==> config.mk <==
export PLATFORM = sky130hd
export DESIGN_NAME = npc_redirect_ctrl
export DESIGN_NICKNAME = d
export VERILOG_FILES = /design/src/rtl/npc_redirect_ctrl.sv
export SDC_FILE = /design/constraint.sdc
export NUM_CORES = 1
export LEC_CHECK = 0
export CAP_MARGIN = 20
export CORE_UTILIZATION = 49
export CTS_CLUSTER_DIAMETER = 200
export DETAILED_ROUTE_END_ITERATION = 8
export GPL_TIMING_DRIVEN = 0
export PLACE_DENSITY = 0.84
export SYNTH_ARGS = -nofsm -noshare
export SYNTH_HDL_FRONTEND = slang
export SYNTH_SLANG_ARGS = --single-unit
export TNS_END_PERCENT = 100
==> constraint.sdc <==
create_clock -name clk -period 3.9 [get_ports clk]
set_input_delay 0.39 -clock clk [delete_from_list [all_inputs] [get_ports clk]]
set_output_delay 0.39 -clock clk [all_outputs]
set_load 0.02 [all_outputs]
==> src/rtl/npc_redirect_ctrl.sv <==
// npc_redirect_ctrl: next-PC redirect sequencer for the fetch stage.
// Arbitrates trap, return-from-trap and branch redirect requests. It drives
// the nPC register's load strobe and target, and its sequential-increment
// enable. Taken, non-annulled branches keep their SPARC delay slot. Traps and
// rett hold fetch in a flush window for FLUSH_CYCLES cycles.
module npc_redirect_ctrl #(
    parameter int PC_SIZE      = 64,
    parameter int FLUSH_CYCLES = 2
) (
    input  logic               clk,
    input  logic               reset,        // asynchronous, active-low
    input  logic               fetch_ready,
    input  logic               br_valid,
    input  logic               br_taken,
    input  logic               br_annul,
    input  logic [PC_SIZE-1:0] br_target,
    output logic               br_ack,
    input  logic               trap_valid,
    input  logic [7:0]         trap_tt,
    input  logic [PC_SIZE-1:0] tba,
    output logic               trap_ack,
    input  logic               rett_valid,
    input  logic [PC_SIZE-1:0] rett_target,
    output logic               rett_ack,
    output logic               mux_en,
    output logic [PC_SIZE-1:0] target,
    output logic               if_ready,
    output logic               flush,
    output logic [1:0]         state
);

    localparam int CNT_W = $clog2(FLUSH_CYCLES + 1);

    typedef enum logic [1:0] {
        ST_RUN   = 2'd0,
        ST_SLOT  = 2'd1,
        ST_FLUSH = 2'd2
    } state_e;

    state_e               state_q, state_d;
    logic [CNT_W-1:0]     cnt_q, cnt_d;
    logic [PC_SIZE-1:0]   pend_q, pend_d;
    logic                 mux_en_q, mux_en_d;
    logic [PC_SIZE-1:0]   target_q, target_d;
    logic                 flush_q, flush_d;

    logic                 in_flush;
    logic                 in_run;
    logic                 can_accept;
    logic [PC_SIZE-1:0]   trap_pc;

    // The encoding 3 is unused and behaves as RUN.
    assign in_flush = (state_q == ST_FLUSH);
    assign in_run   = (state_q != ST_SLOT) && !in_flush;

    // No request is accepted while a redirect is presented to the nPC. This
    // keeps mux_en a one-cycle pulse even when requests arrive back to back.
    assign can_accept = !mux_en_q;

    // Trap vector: the upper bits of the trap base, then the trap type, then a
    // 16-byte slot per vector.
    assign trap_pc = {tba[PC_SIZE-1:12], trap_tt, 4'b0000};

    // Fixed-priority acceptance: trap > rett > branch. At most one ack is set.
    assign trap_ack = trap_valid && !in_flush && can_accept;
    assign rett_ack = rett_valid && !trap_valid && in_run && can_accept;
    assign br_ack   = br_valid && !trap_valid && !rett_valid && in_run && can_accept;

    // Next-state and next-output logic for the redirect sequencer.
    always_comb begin
        // NOTE: every signal gets a default first, so no path leaves one unassigned and infers a latch.
        state_d  = state_q;
        cnt_d    = cnt_q;
        pend_d   = pend_q;
        mux_en_d = 1'b0;
        target_d = target_q;
        flush_d  = 1'b0;

        if (trap_ack || rett_ack) begin
            // A trap also discards any branch target latched for a delay slot.
            mux_en_d = 1'b1;
            target_d = trap_ack ? trap_pc : rett_target;
            flush_d  = 1'b1;
            state_d  = ST_FLUSH;
            cnt_d    = CNT_W'(FLUSH_CYCLES);
            pend_d   = '0;
        end else begin
            case (state_q)
                ST_SLOT: begin
                    // The delay slot issues in the first cycle that fetch is
                    // ready. The branch target loads on the next cycle.
                    if (fetch_ready) begin
                        mux_en_d = 1'b1;
                        target_d = pend_q;
                        pend_d   = '0;
                        state_d  = ST_RUN;
                    end
                end
                ST_FLUSH: begin
                    if (cnt_q <= CNT_W'(1)) begin
                        cnt_d   = '0;
                        state_d = ST_RUN;
                    end else begin
                        cnt_d   = cnt_q - CNT_W'(1);
                        flush_d = 1'b1;
                    end
                end
                default: begin
                    state_d = ST_RUN;
                    if (br_ack && br_taken) begin
                        if (br_annul) begin
                            // Annulled: skip the slot and redirect right away.
                            mux_en_d = 1'b1;
                            target_d = br_target;
                            flush_d  = 1'b1;
                        end else begin
                            pend_d  = br_target;
                            state_d = ST_SLOT;
                        end
                    end
                end
            endcase
        end
    end

    // State and registered outputs. The asynchronous reset also clears any
    // pending target or flush count, so no redirect appears after reset release.
    always_ff @(posedge clk or negedge reset) begin
        if (!reset) begin
            state_q  <= ST_RUN;
            cnt_q    <= '0;
            pend_q   <= '0;
            mux_en_q <= 1'b0;
            target_q <= '0;
            flush_q  <= 1'b0;
        end else begin
            // NOTE: non-blocking assignments, so every flop samples the values from before this edge.
            state_q  <= state_d;
            cnt_q    <= cnt_d;
            pend_q   <= pend_d;
            mux_en_q <= mux_en_d;
            target_q <= target_d;
            flush_q  <= flush_d;
        end
    end

    assign mux_en   = mux_en_q;
    assign target   = target_q;
    assign flush    = flush_q;
    assign state    = state_q;
    // The nPC must never increment in the same cycle that it loads a redirect.
    assign if_ready = fetch_ready && !mux_en_q && !in_flush;

endmodule

==> reports/results.txt <==
status - finished, final reports clean
setup ws final - 398 ps
layout cells sized above 1 - 0.138
cells on worst reg2reg path - 9
Crit Path Max Fanout - 10
final core area utilization - 0.747
synthesized area - 7550 um2
global-route wire length before repair - 37,900 um
CTS Buf Count - 17
Synth Area in XOR/XNOR - 0
met2 Track Usage GR - 0.507
Antenna Cells - 0
gpl congestion - 0.833
Die Width - 126 um
number of global-route vias before repair - 7,342
CP startpoint kind - flip-flop
maximum VDD drop - 371 uV
Final min period - 3500 ps
post-synth net total - 893
met1 Use GR - 0.373
Slew HR - 0.346
worst clock skew - 7.28 ps
CTS Sinks - 134
Post-Synth Simple-Gate Area - 0.172
iteration-0 DRC count of the detailed router - 473
placed cells - 1,135
commonest non-fill, non-tap cells in the layout - clkdlybuf4s50_1, dfrtp_1, nand2_1, mux2i_1, a22o_1
CTS tree - done
Leak - 4.83 nW
area of the multi-input gates - 3800 um2
ys async rst share - 1.00
Clk pin slew, worst setup/hold paths - 60 ps
fmax - 286 MHz
post-CTS setup buffers - 0
number of flops mapped to enable cells by yosys - 0
post-DP HPWL - 16,600 um
PD cells - 615 nW/um2
Syn. warnings - 0
reg2reg setup slack - 1110 ps
HP Class - primary input to asynchronous set/reset pin
core footprint - 14,800 um2
largest net degree at the start of global routing - 90
ys flop type - dfrtp_1
initial antenna violation count - 0
H-tree Lvls - 4
Setup CP Type - flip-flop to primary output
filler instances - 1,059
Final nets - 1,181
RSZ-0062 raised after global routing - no
Slew @ Worst Pin - 973 ps
Skew-Pair Late Insertion Delay - 420 ps
Die Height - 126 um
DR vias - 6,834
busiest layer in global routing - met2
Mapped Cells - 683
CP endpoint kind - primary output
clk root buf - clkbuf_16
CP Data Arrival Time - 3110 ps
Synth Area per Inst - 11.1 um2
final std cells w/o fill - 1,168
adder-cell area share of the yosys netlist - 0.00332
largest family of logic cells by synthesized area - multiplexers
sequential share of the synthesized area - 0.444
hold slack - 468 ps
Worst R2R Start - state[0]$_DFFE_PN0P_
effective utilization at floorplan - 0.512
grt ovf - 0
GRT Total Usage - 0.306
clk buf depth - 2
R2R Path End - target[48]$_DFFE_PN0P_
complex-gate fraction of the synthesized area - 0.146
Cell variety after synth - 32
# DRC - 0
most common cell after layout, fill and taps aside - clkdlybuf4s50_1
routed length per instance - 20.0 um
Final Setup Violations - 0
required time worst endpoint - 3510 ps
area delta synth->final - 46.1%
Final Hold Fails - 0
#FFs+latches synth - 134
Via density - 5.85
DR pass1 iterations - 5
Routed WL - 23,400 um
I/O Pins - 280
GR Util met3 - 0.0888
PortBufs - 267
Tcrit/Tclk final - 0.898
Rows - 44
worst slack, placed - 757 ps
flip-flop and latch area - 3350 um2
Max Slew Vio Count - 0
number of routed nets with antenna violations - 0
Max-cap violations - 0
full die area - 15,900 um2
mux share of post-synthesis cell area - 0.182
==> per-stage QoR <==
step	TNS (ps)	power, W	cell area, um2
3_3_place_gp	-406430	0.00527	10500
5_1_grt	0	0.00713	11000
2_1_floorplan	0	0.00392	7550
3_5_place_dp	0	0.00533	10500
4_1_cts	0	0.00681	11000
6_report	0	0.00678	11000
==> worst max-delay path, cell delays in order (launching register included) <==
cell	delay [ps]
dfrtp_1	390
inv_1	60
ha_1	180
buf_4	170
or3b_1	370
buf_4	190
inv_2	120
buf_2	270
buf_2	280
clkdlybuf4s50_1	640
==> layout make-up <==
cell class / count / area share
repair buffers: 269 / 0.246
inverters: 5 / 0.00170
clock inverters: 15 / 0.00988
flip-flops and latches: 134 / 0.304
plain buffers: 68 / 0.0343
well taps: 184 / 0.0209
multi-input cells: 476 / 0.344
clock buffers: 17 / 0.0386
==> per-layer routing <==
metal / wire (um) / share of wire
met4: 673 / 0.029
met3: 1820 / 0.078
met2: 11200 / 0.48
met1: 9710 / 0.42
met5: 0 / 0
==> report_power, final <==
group / total, W / switching (W) / internal, W
clock network: 0.00145 / 0.000642 / 0.000811
logic: 0.00330 / 0.00167 / 0.00164
registers: 0.00202 / 0.000218 / 0.00181
total: 0.00678 / 0.00253 / 0.00425
==> worst max-delay path by stage <==
stage / start / end / slack [ps] / cells after the start
3_5_place_dp: trap_valid / trap_ack / 760 / 7
4_1_cts: state[0]$_DFFE_PN0P_ / trap_ack / 380 / 9
3_3_place_gp: reset / target[16]$_DFFE_PN0P_ / -3050 / 1
6_report: state[0]$_DFFE_PN0P_ / trap_ack / 400 / 9
5_1_grt: state[0]$_DFFE_PN0P_ / trap_ack / 260 / 9
2_1_floorplan: state[0]$_DFFE_PN0P_ / target[4]$_DFFE_PN0P_ / 1400 / 10
==> synthesized netlist by cell type, drive strengths merged, types with 2 or more instances <==
library cell / count / share of area
nor2: 5 / 0.0028
a31oi: 2 / 0.0036
dfrtp: 134 / 0.44
nor3b: 2 / 0.0020
a22o: 64 / 0.074
nand2: 68 / 0.034
clkbuf: 34 / 0.017
o21ai: 9 / 0.0060
buf: 34 / 0.033
and2: 61 / 0.051
o211ai: 60 / 0.060
a21oi: 2 / 0.0013
mux2i: 64 / 0.085
inv: 5 / 0.0025
mux2: 65 / 0.097
nand4: 3 / 0.0025
nand4b: 60 / 0.070
nor2b: 2 / 0.0017
ha: 2 / 0.0033
==> state kept, by name (all words and copies together) (netlist names) <==
| register | cells |
|---|---|
| pend_q | 64 |
| cnt_q | 2 |
| state | 2 |
| target | 64 |
| flush | 1 |
| mux_en | 1 |
==> cell families (layout without fill, tap and decap cells) <==
group,count (synthesis),after routing
AOI/OAI and AO/OA,138,138
adders and majority gates,2,2
buffers and inverters,73,374
DFF,134,134
muxes,129,129
and+or+nand+nor,207,207
==> repair_timing <==
item                                   4_1_cts  5_1_grt
hold buffers                                 1        0
endpoints found under the hold margin       45        0
setup endpoints to repair                    0        0
gates resized for setup                      0        0
Power figures use the tool's default switching activity.
